[src/rtl/block_dispatch_ctrl.sv]
// Dispatch controller: accepts one block at a time, launches it onto a run of
// consecutive cores via per-core valid/ready, then pulses a response once every launched core is done.
module block_dispatch_ctrl #(
  parameter int NUM_CORES = 4,
  parameter int NB_WIDTH  = 8,
  parameter int NC_WIDTH  = (NUM_CORES > 1) ? $clog2(NUM_CORES) : 1
) (
  input  logic                 clk,
  input  logic                 reset_n,
  input  logic                 req_valid,
  input  logic [NB_WIDTH-1:0]  req_id,
  input  logic [NC_WIDTH-1:0]  req_size_m1,
  input  logic [NC_WIDTH-1:0]  req_core_id,
  output logic                 req_ready,
  output logic [NUM_CORES-1:0] launch_valid,
  output logic [NB_WIDTH-1:0]  launch_id,
  input  logic [NUM_CORES-1:0] launch_ready,
  input  logic [NUM_CORES-1:0] done_valid,
  output logic                 rsp_valid,
  output logic [NB_WIDTH-1:0]  rsp_id,
  output logic                 busy
);

  typedef enum logic [1:0] {
    IDLE   = 2'd0,
    LAUNCH = 2'd1,
    WAIT   = 2'd2,
    RESP   = 2'd3
  } state_e;

  localparam logic [NC_WIDTH-1:0] LAST_CORE = NC_WIDTH'(NUM_CORES - 1);

  state_e               state_q;
  logic                 ready_q;
  logic [NB_WIDTH-1:0]  id_q;
  logic [NC_WIDTH-1:0]  size_q;
  logic [NC_WIDTH-1:0]  cnt_q;
  logic [NC_WIDTH-1:0]  cur_q;
  logic [NUM_CORES-1:0] pending_q;

  logic [NUM_CORES-1:0] cur_onehot;
  logic [NUM_CORES-1:0] pending_kept;
  logic [NC_WIDTH-1:0]  req_core_mod;
  logic [NC_WIDTH-1:0]  req_size_clip;
  logic [NC_WIDTH-1:0]  next_core;
  logic                 handshake;

  assign cur_onehot    = NUM_CORES'(1) << cur_q;
  assign pending_kept  = pending_q & ~done_valid;
  assign req_core_mod  = NC_WIDTH'(32'(req_core_id) % NUM_CORES);
  assign req_size_clip = (req_size_m1 > LAST_CORE) ? LAST_CORE : req_size_m1;
  assign next_core     = (cur_q == LAST_CORE) ? '0 : cur_q + 1'b1;
  assign handshake     = |(launch_ready & cur_onehot);

  // Outputs decode only state and registers, so no input reaches them combinationally.
  assign req_ready    = ready_q;
  assign busy         = (state_q != IDLE);
  assign launch_valid = (state_q == LAUNCH) ? cur_onehot : '0;
  assign launch_id    = (state_q == LAUNCH) ? id_q : '0;
  assign rsp_valid    = (state_q == RESP);
  assign rsp_id       = (state_q == RESP) ? id_q : '0;

  always_ff @(posedge clk or negedge reset_n) begin
    if (!reset_n) begin
      state_q   <= IDLE;
      ready_q   <= 1'b0;
      id_q      <= '0;
      size_q    <= '0;
      cnt_q     <= '0;
      cur_q     <= '0;
      pending_q <= '0;
    end else begin
      // NOTE: this default is overridden below by later non-blocking writes in the
      // same cycle; the last assignment wins, which is how launch-set beats done-clear.
      pending_q <= pending_kept;
      case (state_q)
        IDLE: begin
          if (req_valid && ready_q) begin
            id_q      <= req_id;
            size_q    <= req_size_clip;
            cur_q     <= req_core_mod;
            cnt_q     <= '0;
            pending_q <= '0;
            ready_q   <= 1'b0;
            state_q   <= LAUNCH;
          end else begin
            ready_q <= 1'b1;
          end
        end
        LAUNCH: begin
          if (handshake) begin
            pending_q <= pending_kept | cur_onehot;
            if (cnt_q == size_q) begin
              state_q <= WAIT;
            end else begin
              cnt_q <= cnt_q + 1'b1;
              cur_q <= next_core;
            end
          end
        end
        WAIT: begin
          if (pending_kept == '0) state_q <= RESP;
        end
        RESP: begin
          ready_q <= 1'b1;
          state_q <= IDLE;
        end
        default: state_q <= IDLE;
      endcase
    end
  end

endmodule

[config.mk]
export PLATFORM = sky130hd
export DESIGN_NAME = block_dispatch_ctrl
export DESIGN_NICKNAME = d
export VERILOG_FILES = /design/src/rtl/block_dispatch_ctrl.sv
export SDC_FILE = /design/constraint.sdc
export NUM_CORES = 1
export LEC_CHECK = 0
export BUFFER_PORTS_ARGS = -buffer_cell sky130_fd_sc_hd__buf_2
export CORE_MARGIN = 4
export CORE_UTILIZATION = 44
export CTS_CLUSTER_SIZE = 28
export DETAILED_ROUTE_END_ITERATION = 10
export PLACE_DENSITY = 0.75
export SYNTH_ARGS = -nofsm -noshare
export SYNTH_HDL_FRONTEND = slang
export SYNTH_SLANG_ARGS = --single-unit
[constraint.sdc]
create_clock -name clk -period 1.5 [get_ports clk]
set_input_delay 0.225 -clock clk [delete_from_list [all_inputs] [get_ports clk]]
set_output_delay 0.225 -clock clk [all_outputs]
set_load 0.03 [all_outputs]
==> flow_summary.toml <==
[outcome]
status = "complete, but fails checks"
violations = "negative setup slack"

[cts]
cts_tree = "built"
clk_path_buf_depth = 2
cts_sinks = 21
cts-htree-levels = 1
clk_latency_ns = 0.32
ctsRootBufferMaster = "clkbuf_4"
clk_pin_slew_ns = 0.13
cts_buffers = 3

[grt]
first_global_vias = 1316
antenna_found_initial = 0
grt_pass1_wl_um = 5680
grt_max_degree = 22
grt_overflow = 0
grt.total_usage_pct = 20.4

[placed_design]
dp_hpwl_um = 2350
dp_slack_ns = -0.272
io_buffers = 45
dpl.cell_count = 213
place_congestion = 0.808

[final_layout]
syn_to_final_growth_pct = 69.5
drive_gt1_share_pct = 68.0
fin_cells = 225
diodes = 0
nets = 227

[sta]
rsz0062_at_grt = "true"
period_minus_slack_ns = 1.75
setup_slack_ns = -0.245
finalHoldViolCount = 0
fmax_ghz = 0.573
fin_crit_sh_pct = 116
maxSlewViolCount = 0
finalSetupTns_ns = -4.77
setup_viol = 31
finClkSkew_ns = 0.00589
maxSlewHeadroom_pct = 66.4
max_slew.worst_pin.slew_ns = 0.504

[detailed_routing]
wl_per_cell_um = 16.0
detail_route.iter0.violations = 27
drt_wl_total_um = 3590
first_pass_iters = 4
avgViaCountPerCell = 5.22
via_count = 1174
route.detailed.drc = 0
ant_nets = 0

[die]
row_count = 19
io_pins = 46
die_width_um = 61.5
coreArea_um2 = 2730
die_area_um2 = 3780
die_y_um = 61.5
start_util_pct = 46.0

[synthesis]
synth_largest_area_cell = "dfrtp_1"
synth_area_per_cell_um2 = 10.7
async_reset_ff_share_pct = 100
synth_edf_count = 0
synth_common_cells = "dfrtp_1 (21), and2_1 (20), mux2_2 (10)"
synth_area_um2 = 1260
post-synth-top-count-cell = "dfrtp_1"
synth_seq_area_share_pct = 41.8
ys_types = 30
synth_cells = 118
yosysTopAreaCellShare_pct = 41.8
synth_area_leaders = "dfrtp_1 (42%), and2_1 (10%), ha_1 (9.0%)"
synth_flop_cell = "dfrtp_1"
ys_seq_elements = 21
synth_nets = 150
yosys_warnings = 0

[critical_path]
max_stage_delay_ns = 0.45
crit_arrival_ns = 1.96
crit_path_start_kind = "flip-flop"
critPathRequiredTime_ns = 1.71
critical_path.cell_chain = "buf_6 > ha_4 > a22o_4 > o21a_2 > a311o_1 > o311a_1"
crit_fanout = 5
path_class = "reg -> reg"
slowest_stage = "dfrtp_1"
end_kind = "flip-flop"

[power_and_ir_drop]
vdd_ir_drop_max_uv = 1700
powerDensity_nw_per_um2 = 2370
p_leak_nw = 1.03

[run]
drv_cap = 0

[hold_path]
hold_path.class = "in -> reg"
[metal layers]
layer	up-vias	part of all wire [%]	track usage, %	wire length [µm]
met1	554	38	23.5	1370
met2	52	52	37.6	1860
li1	563	-	-	-
met4	0	0.75	4.55	27
met5	-	0	0	0
met3	5	9.0	5.24	323
[timing repair]
item	4_1_cts	5_1_grt
endpoints found under the setup margin	41	42
setup buffers	5	3
gates resized for setup	61	27
endpoints found under the hold margin	21	0
pin swaps	4	2
hold buffers	1	0
[logic make-up (layout without fill, tap and decap cells)]
group	Yosys count	in the layout	share of synthesized area, %
compound gates	23	23	14.7
xor+xnor	2	2	2.59
fa+ha+maj	9	9	8.96
flops	21	21	41.8
mux	11	11	9.85
buf+inv	9	85	2.79
simple gates	43	43	19.3
[flip-flops by register name, indices dropped and copies added, names as in the netlist]
signal     flops
id_q           8
pending_q      4
cnt_q          2
cur_q          2
size_q         2
state_q        2
req_ready      1
[placed cells by master, fill, tap and decap left out, types with 2 or more instances in the layout]
| cell type | n |
|---|---|
| a22o_4 | 2 |
| a21oi_1 | 3 |
| xnor2_2 | 2 |
| dfrtp_2 | 2 |
| buf_2 | 24 |
| buf_4 | 19 |
| clkbuf_4 | 3 |
| ha_4 | 6 |
| and2_4 | 20 |
| nand2_1 | 8 |
| inv_2 | 4 |
| ha_1 | 3 |
| o311a_1 | 2 |
| a311o_1 | 2 |
| buf_6 | 30 |
| nand2b_1 | 4 |
| nand3_1 | 2 |
| o21ai_0 | 4 |
| nor2_1 | 4 |
| mux2_2 | 10 |
| dfrtp_1 | 19 |
[through the flow]
step           power, W  area [µm²]  hold slack [ns]  util (%)
2_1_floorplan   0.00276        1290          -0.0706         -
4_1_cts         0.00470        2030            0.129      74.3
3_5_place_dp    0.00372        1720            0.222      63.0
6_report        0.00505        2130            0.119      77.9
3_3_place_gp    0.00362        1720            0.208      63.0
5_1_grt         0.00538        2130            0.109      77.9
[area by class of cell]
cell class,instances,area (µm²)
clock buffer,3,22.5
inverter,6,25.0
multi-input combinational,88,881
tap,31,38.8
fill,169,603
sequential,21,528
timing repair buffer,75,631
clock inverter,1,5.00
[final timing paths]
kind                                                to                  from  slack (ns)  cells after the start
worst min-delay path               id_q[0]$_DFFE_PN0P_             req_id[0]        0.12                      2
worst min register to register     id_q[4]$_DFFE_PN0P_   id_q[4]$_DFFE_PN0P_        0.56                      1
worst max-delay path              cur_q[1]$_DFFE_PN0P_  cur_q[1]$_DFFE_PN0P_       -0.25                      6
worst max register to register    cur_q[1]$_DFFE_PN0P_  cur_q[1]$_DFFE_PN0P_       -0.25                      6
max in group asynchronous         cur_q[0]$_DFFE_PN0P_               reset_n        0.73                      2
min in group asynchronous       state_q[1]$_DFFE_PN0P_               reset_n        0.40                      2
[where the power goes]
| part | total, W | internal (W) | leakage (nW) | switching (W) |
|---|---|---|---|---|
| clock network | 0.000293 | 0.000100 | 0.0177 | 0.000193 |
| registers | 0.00108 | 0.000830 | 0.255 | 0.000252 |
| logic | 0.00368 | 0.00198 | 0.755 | 0.00170 |
| total | 0.00505 | 0.00291 | 1.03 | 0.00214 |
[critical path: cells and delay by family, from the launching register on]
family / cells / cell delay, ns
DFF: 1 / 0.45
buffers and inverters: 1 / 0.14
AOI/OAI and AO/OA: 4 / 0.89
adders and majority gates: 1 / 0.15
Note: power is estimated with default switching activity, not from simulation.
